$ cat src/rtl/rice_core_mul_ctrl.sv
// Execute-stage sequencer in front of the iterative multiplier: holds one request, drives the
// multiplier handshake, and hands the result to writeback. Optional cache: RICE_CORE_MUL_RESULT_CACHE_EN.

package rice_core_pkg;
    typedef struct packed {
        logic mul;
        logic mulh;
        logic mulhsu;
        logic mulhu;
    } rice_core_mul_operation;
endpackage

module rice_core_mul_ctrl
    import rice_core_pkg::*;
#(
    parameter int unsigned XLEN = 32
) (
    input  logic                   i_clk,
    input  logic                   i_rst,
    input  logic                   i_flush,
    input  logic                   i_valid,
    output logic                   o_ready,
    input  logic [XLEN-1:0]        i_rs1_value,
    input  logic [XLEN-1:0]        i_rs2_value,
    input  rice_core_mul_operation i_mul_operation,
    input  logic [4:0]             i_rd,
    output logic                   o_mul_valid,
    output logic [XLEN-1:0]        o_mul_rs1_value,
    output logic [XLEN-1:0]        o_mul_rs2_value,
    output rice_core_mul_operation o_mul_operation,
    input  logic                   i_mul_result_valid,
    input  logic [XLEN-1:0]        i_mul_result,
    output logic                   o_valid,
    input  logic                   i_ready,
    output logic [XLEN-1:0]        o_result,
    output logic [4:0]             o_rd
);

    typedef enum logic [1:0] {
        IDLE,
        BUSY,
        DONE,
        DRAIN
    } state_t;

    state_t state;

    assign o_ready = (state == IDLE) && !i_flush;

`ifdef RICE_CORE_MUL_RESULT_CACHE_EN
    logic                   cache_valid;
    logic [XLEN-1:0]        cache_rs1;
    logic [XLEN-1:0]        cache_rs2;
    logic [XLEN-1:0]        cache_result;
    rice_core_mul_operation cache_operation;
    logic                   cache_hit;

    assign cache_hit = cache_valid
                    && (i_rs1_value == cache_rs1)
                    && (i_rs2_value == cache_rs2)
                    && (i_mul_operation == cache_operation);
`endif

    always_ff @(posedge i_clk) begin
        if (i_rst) begin
            state           <= IDLE;
            o_mul_valid     <= 1'b0;
            o_valid         <= 1'b0;
            o_mul_rs1_value <= '0;
            o_mul_rs2_value <= '0;
            o_mul_operation <= '0;
            o_result        <= '0;
            o_rd            <= '0;
`ifdef RICE_CORE_MUL_RESULT_CACHE_EN
            cache_valid     <= 1'b0;
            cache_rs1       <= '0;
            cache_rs2       <= '0;
            cache_result    <= '0;
            cache_operation <= '0;
`endif
        end else begin
            case (state)
                IDLE: begin
                    if (i_valid && o_ready) begin
                        o_mul_rs1_value <= i_rs1_value;
                        o_mul_rs2_value <= i_rs2_value;
                        o_mul_operation <= i_mul_operation;
                        o_rd            <= i_rd;
`ifdef RICE_CORE_MUL_RESULT_CACHE_EN
                        if (cache_hit) begin
                            o_result <= cache_result;
                            o_valid  <= 1'b1;
                            state    <= DONE;
                        end else begin
                            o_mul_valid <= 1'b1;
                            state       <= BUSY;
                        end
`else
                        o_mul_valid <= 1'b1;
                        state       <= BUSY;
`endif
                    end
                end
                BUSY: begin
                    // The multiplier counter only rewinds on its final cycle, so a
                    // flush must let it finish (DRAIN) unless it finishes right now.
                    if (i_flush) begin
                        if (i_mul_result_valid) begin
                            o_mul_valid <= 1'b0;
                            state       <= IDLE;
                        end else begin
                            state <= DRAIN;
                        end
                    end else if (i_mul_result_valid) begin
                        o_result    <= i_mul_result;
                        o_mul_valid <= 1'b0;
                        o_valid     <= 1'b1;
                        state       <= DONE;
`ifdef RICE_CORE_MUL_RESULT_CACHE_EN
                        cache_valid     <= 1'b1;
                        cache_rs1       <= o_mul_rs1_value;
                        cache_rs2       <= o_mul_rs2_value;
                        cache_operation <= o_mul_operation;
                        cache_result    <= i_mul_result;
`endif
                    end
                end
                DONE: begin
                    if (i_flush || i_ready) begin
                        o_valid <= 1'b0;
                        state   <= IDLE;
                    end
                end
                DRAIN: begin
                    if (i_mul_result_valid) begin
                        o_mul_valid <= 1'b0;
                        state       <= IDLE;
                    end
                end
                default: begin
                    o_mul_valid <= 1'b0;
                    o_valid     <= 1'b0;
                    state       <= IDLE;
                end
            endcase
        end
    end

endmodule

$ cat config.mk
export PLATFORM = sky130hd
export DESIGN_NAME = rice_core_mul_ctrl
export DESIGN_NICKNAME = d
export VERILOG_FILES = /design/src/rtl/rice_core_mul_ctrl.sv
export SDC_FILE = /design/constraint.sdc
export NUM_CORES = 1
export LEC_CHECK = 0
export ABC_CLOCK_PERIOD_IN_PS = 2000
export CORE_MARGIN = 5
export CORE_UTILIZATION = 35
export CTS_CLUSTER_DIAMETER = 100
export CTS_CLUSTER_SIZE = 14
export DETAILED_ROUTE_END_ITERATION = 16
export PLACE_DENSITY = 0.75
export SYNTH_ARGS = -nofsm -noshare
export SYNTH_HDL_FRONTEND = slang
export SYNTH_SLANG_ARGS = --single-unit
$ cat constraint.sdc
create_clock -name i_clk -period 2 [get_ports i_clk]
set_input_delay 0.4 -clock i_clk [delete_from_list [all_inputs] [get_ports i_clk]]
set_output_delay 0.4 -clock i_clk [all_outputs]
set_load 0.05 [all_outputs]
; Word-level counts from Yosys, hierarchy flattened
; Cells that the tools add are included.
[op_classes]
mux = 14
n_reduce_logical = 13
bitwise_logic = 1
n_eq_ne = 10
[op_table]
columns = cell, count
row1 = 2-to-1 mux 2 bit, 6
row2 = != test 2 bit (second input constant), 4
row3 = case mux 2 bit (4 select lines), 1
row4 = AND reduction 4 bit, 2
row5 = AND reduction 3 bit, 2
row6 = 2-to-1 mux 1 bit, 5
row7 = equality test 2 bit (second input constant), 2
row8 = != test 2 x 1 -> 1 bit (second input constant), 2
row9 = case mux 1 bit (2 select lines), 2
row10 = nonzero test 2 bit, 2
row11 = != test 3 bit (second input constant), 1
row12 = equality test 2 x 1 -> 1 bit (second input constant), 1
row13 = logical AND 1 bit, 2
row14 = zero test 2 bit, 1
row15 = AND reduction 2 bit, 1
row16 = OR reduction 2 bit, 1
row17 = zero test 1 bit, 1
row18 = logical OR 1 bit, 1
row19 = inverter 1 bit, 1
[totals]
out_inout_bits = 108
in_bits = 111
elab_cells = 49
ff_bits = 109

; Longest topological paths before layout
[depth]
depth_word = 5
depth_mapped = 6
mapped_depth_nobuf = 3

; Worst setup path after synthesis
; Ideal clock, no wire load.
[synth_path]
path_kind = register to output
start = register state[0]
end = output o_ready
t_arrival_ns = 1.494
t_required_ns = 1.600
slack_ns = 0.106
path_stages_with_launch = 3
path_cell_list = dfxtp_1 > buf_6 > nor3_1
[synth_between]
elab_chain_cells = 2
[synth_rtl]
columns = item, line
row1 = start: declaration, 46  ; state_t state;
row2 = start signal: assignment, 66  ; state <= IDLE;
row3 = start signal: assignment, 100  ; state <= BUSY;
row4 = start signal: assignment, 110  ; state <= IDLE;
row5 = zero test 2 bit, 48  ; assign o_ready = (state == IDLE) && !i_flush;
row6 = logical AND 1 bit, 48
row7 = end: declaration, 22  ; output logic o_ready,
; No other way between the ends.

; Worst setup path in the final report
[layout_path]
start = register o_mul_rs1_value[13]
end = output o_mul_rs1_value[13]
[layout_rtl]
columns = item, line
row1 = start: declaration, 28  ; output logic [XLEN-1:0] o_mul_rs1_value,
row2 = start signal: assignment, 85  ; o_mul_rs1_value <= i_rs1_value;
; No word-level cell between the ends.

==> flow_summary_export.csv <==
group,metric,value,unit
routing,dr.pass1.iters,5,
hold_path,holdPathEnd,"o_result[31]",
yosys,synth.net_count,590,
global_route,grt_use_met2,0.305,
cts,cts_tree,"done",
global_route,grt_busiest_layer,"met2",
setup_path,cp-startpoint,"o_mul_rs1_value[13]",
setup_path,cp_slowest_cell,"clkdlybuf4s50_1",
setup_path,crit_required,1.60,ns
hold_path,min_path_type,"in -> reg",
global_route,grt_max_degree,74,
yosys,yosys_warnings,0,
die,dieWidth,115,um
setup_path,timing.rr.start,"state[1]",
yosys,synth-simple-area-share,0.229,
yosys,synthDistinctLibCells,18,
global_route,grt_pass1_wl,18300,um
setup_path,cp_num_buf_inv,1,
final_layout,syn_to_final_growth,69.3,%
sta,min_period,1.97,ns
cts,root_buffer,"clkbuf_8",
setup_path,crit_path_max_incr_delay,0.82,ns
sta,setup_tns,0,ns
placed_design,dp_slack,-0.104,ns
die,io_pins,219,
sta,relSlewSlack,0.630,
die,start_util,0.356,
sta,tightest_slew,0.553,ns
yosys,synth_top_family_by_area,"simple AND/OR/NAND/NOR gates",
hold_path,hold_path_depth,2,
global_route,overflow,0,
setup_path,r2r-end,"o_mul_rs1_value[14]",
power_and_ir_drop,power_density,750,nW/um2
global_route,grtUsageMet1,0.191,
cts,insertion_delay,0.38,ns
outcome,status,"finished, final reports clean",
global_route,grt_util_met3,0.0658,
setup_path,startpoint_type,"register",
die,dieArea,13200,um2
setup_path,crit_path_max_fanout,2,
run,drv_cap,0,
final_layout,drive_gt1_frac,0.0437,
sta,post-route-period-util,0.983,
yosys,synth.cell_area,3840,um2
setup_path,crit_family,"buffers and inverters",
cts,cts_max_path_buffers,2,
setup_path,crit_chain,"clkdlybuf4s50_1",
power_and_ir_drop,leakagePower,3.11,nW
yosys,yosysSeqAreaShare,0.568,
setup_path,crit_arrival,1.57,ns
routing,wl,12100,um
yosys,ys_seq_elements,109,
die,core-area,10800,um2
final_layout,mostFrequentLayoutCells,"211 x nand2_1, 164 x clkdlybuf4s50_1, 109 x dfxtp_1",
yosys,syn_inst,479,
routing,final_antenna_net_count,0,
placed_design,gp_congestion,0.805,
sta,final_hold_viol_count,0,
sta,hold-worst-slack,0.233,ns
global_route,grt_pass1_vias,3775,
setup_path,crit_path_end_kind,"output port",
placed_design,port_buffers,218,
yosys,synth-adder-area-share,0,
cts,postCtsHoldBufs,0,
routing,avgViaCountPerCell,4.68,
hold_path,hold_path.startpoint,"i_rst",
cts,cts_made_buffers,9,
yosys,synth-compound-area-share,0.143,
sta,finalClockSkew,0.00432,ns
sta,slew_violations,0,
power_and_ir_drop,ir_drop,0.622,mV
cts,cts.sinks,109,
yosys,avgSynthCellArea,8.02,um2
setup_path,ff2ff_setup_slack,0.39,ns
placed_design,dpl.hpwl,8700,um
cts,cts_setup_buffers,0,
sta,setup_viol,0,
cts,htreeDepth,3,
final_layout,final_common_cell,"nand2_1",
sta,fin_ws,0.0345,ns
setup_path,r2r_cells,4,
die,chipHeight,115,um
die,row_count,38,
cts,path_clk_slew,0.09,ns
final_layout,antenna_cells,0,
sta,fmax,0.509,GHz
global_route,antenna_found_initial,0,
routing,detail_route.iter0.violations,236,
routing,drc,0,
setup_path,crit_type,"reg -> out",
global_route,grt_use_total,0.176,
routing,route.vias.total,3865,
routing,wl_per_cell,14.6,um
final_layout,nNetsFinal,792,
yosys,synth_mux_area_frac,0,
yosys,synthXorXnorAreaFrac,0,
-- logic make-up (layout without fill, tap and decap cells) --
logic type / after synthesis / count (layout)
and+or+nand+nor: 223 / 223
AOI/OAI and AO/OA: 109 / 109
DFF: 109 / 109
buffers and inverters: 38 / 245
-- power breakdown --
part	internal, W	switching, W
clock	0.000935	0.000720
combinational	0.000401	0.000529
sequential	0.00225	0.0000406
total	0.00359	0.00129
-- worst max path at each step --
stage,endpoint,cells after the start,slack (ns)
global placement,o_mul_rs1_value[1],5,-0.06
floorplan,o_ready,2,0.11
global route,o_mul_rs1_value[13],1,-0.004
CTS,o_mul_rs1_value[31],1,0.004
detailed placement,o_mul_rs1_value[4],5,-0.10
finish,o_mul_rs1_value[13],1,0.03
-- through the flow --
step,area (um2),power [W],utilization,cells
floorplan,3840,0.00284,-,479
global placement,6130,0.00327,0.568,810
detailed placement,6130,0.00328,0.568,810
CTS,6380,0.00495,0.591,826
global route,6500,0.00509,0.603,826
finish,6500,0.00488,0.603,826
-- area by class of cell --
| class | count | area, um2 |
|---|---|---|
| well taps | 140 | 175 |
| repair buffers | 228 | 2430 |
| inverters | 1 | 3.75 |
| flip-flops and latches | 109 | 2180 |
| fillers | 937 | 4290 |
| multi-input cells | 332 | 1450 |
| clock inverters | 3 | 90.1 |
| clock buffers | 13 | 169 |
-- flip-flops by register name, summed over array words and instances, names as in the netlist --
register         cells
o_mul_rs1_value     32
o_mul_rs2_value     32
o_result            32
o_rd                 5
o_mul_operation      4
state                2
o_mul_valid          1
o_valid              1
-- Yosys cell counts --
master / count / area share
nor4b_2: 1 / 0.0039
nor2_1: 4 / 0.0039
nor3b_1: 1 / 0.0020
buf_4: 6 / 0.012
inv_1: 1 / 0.00098
buf_6: 8 / 0.023
a31oi_1: 1 / 0.0016
buf_2: 5 / 0.0065
dfxtp_1: 109 / 0.57
nor4bb_1: 1 / 0.0026
a21oi_1: 107 / 0.14
nand4bb_1: 1 / 0.0029
or4b_1: 1 / 0.0026
nand3b_1: 1 / 0.0020
o211ai_1: 1 / 0.0020
nor3_1: 2 / 0.0026
clkbuf_1: 18 / 0.018
nand2_1: 211 / 0.21
-- worst register-to-register path: cells and delay by family, from the launching register on --
kind	cells	cell delay (ns)
AND/OR/NAND/NOR	2	0.85
flip-flops	1	0.32
AO/OA/AOI/OAI	1	0.08
buffers and inverters	1	0.24
-- metal layers --
| layer | part of all wire | vias to the layer above |
|---|---|---|
| li1 | - | 1936 |
| met3 | 0.086 | 24 |
| met2 | 0.51 | 152 |
| met5 | 0 | - |
| met1 | 0.38 | 1753 |
| met4 | 0.026 | 0 |
-- repair_timing --
action | 4_1_cts | 5_1_grt
setup endpoints to repair | 3 | 49
resized for setup | 3 | 49
hold endpoints to repair | 0 | 0
cloned | 0 | 0
Note: power is estimated with default switching activity, not from simulation.
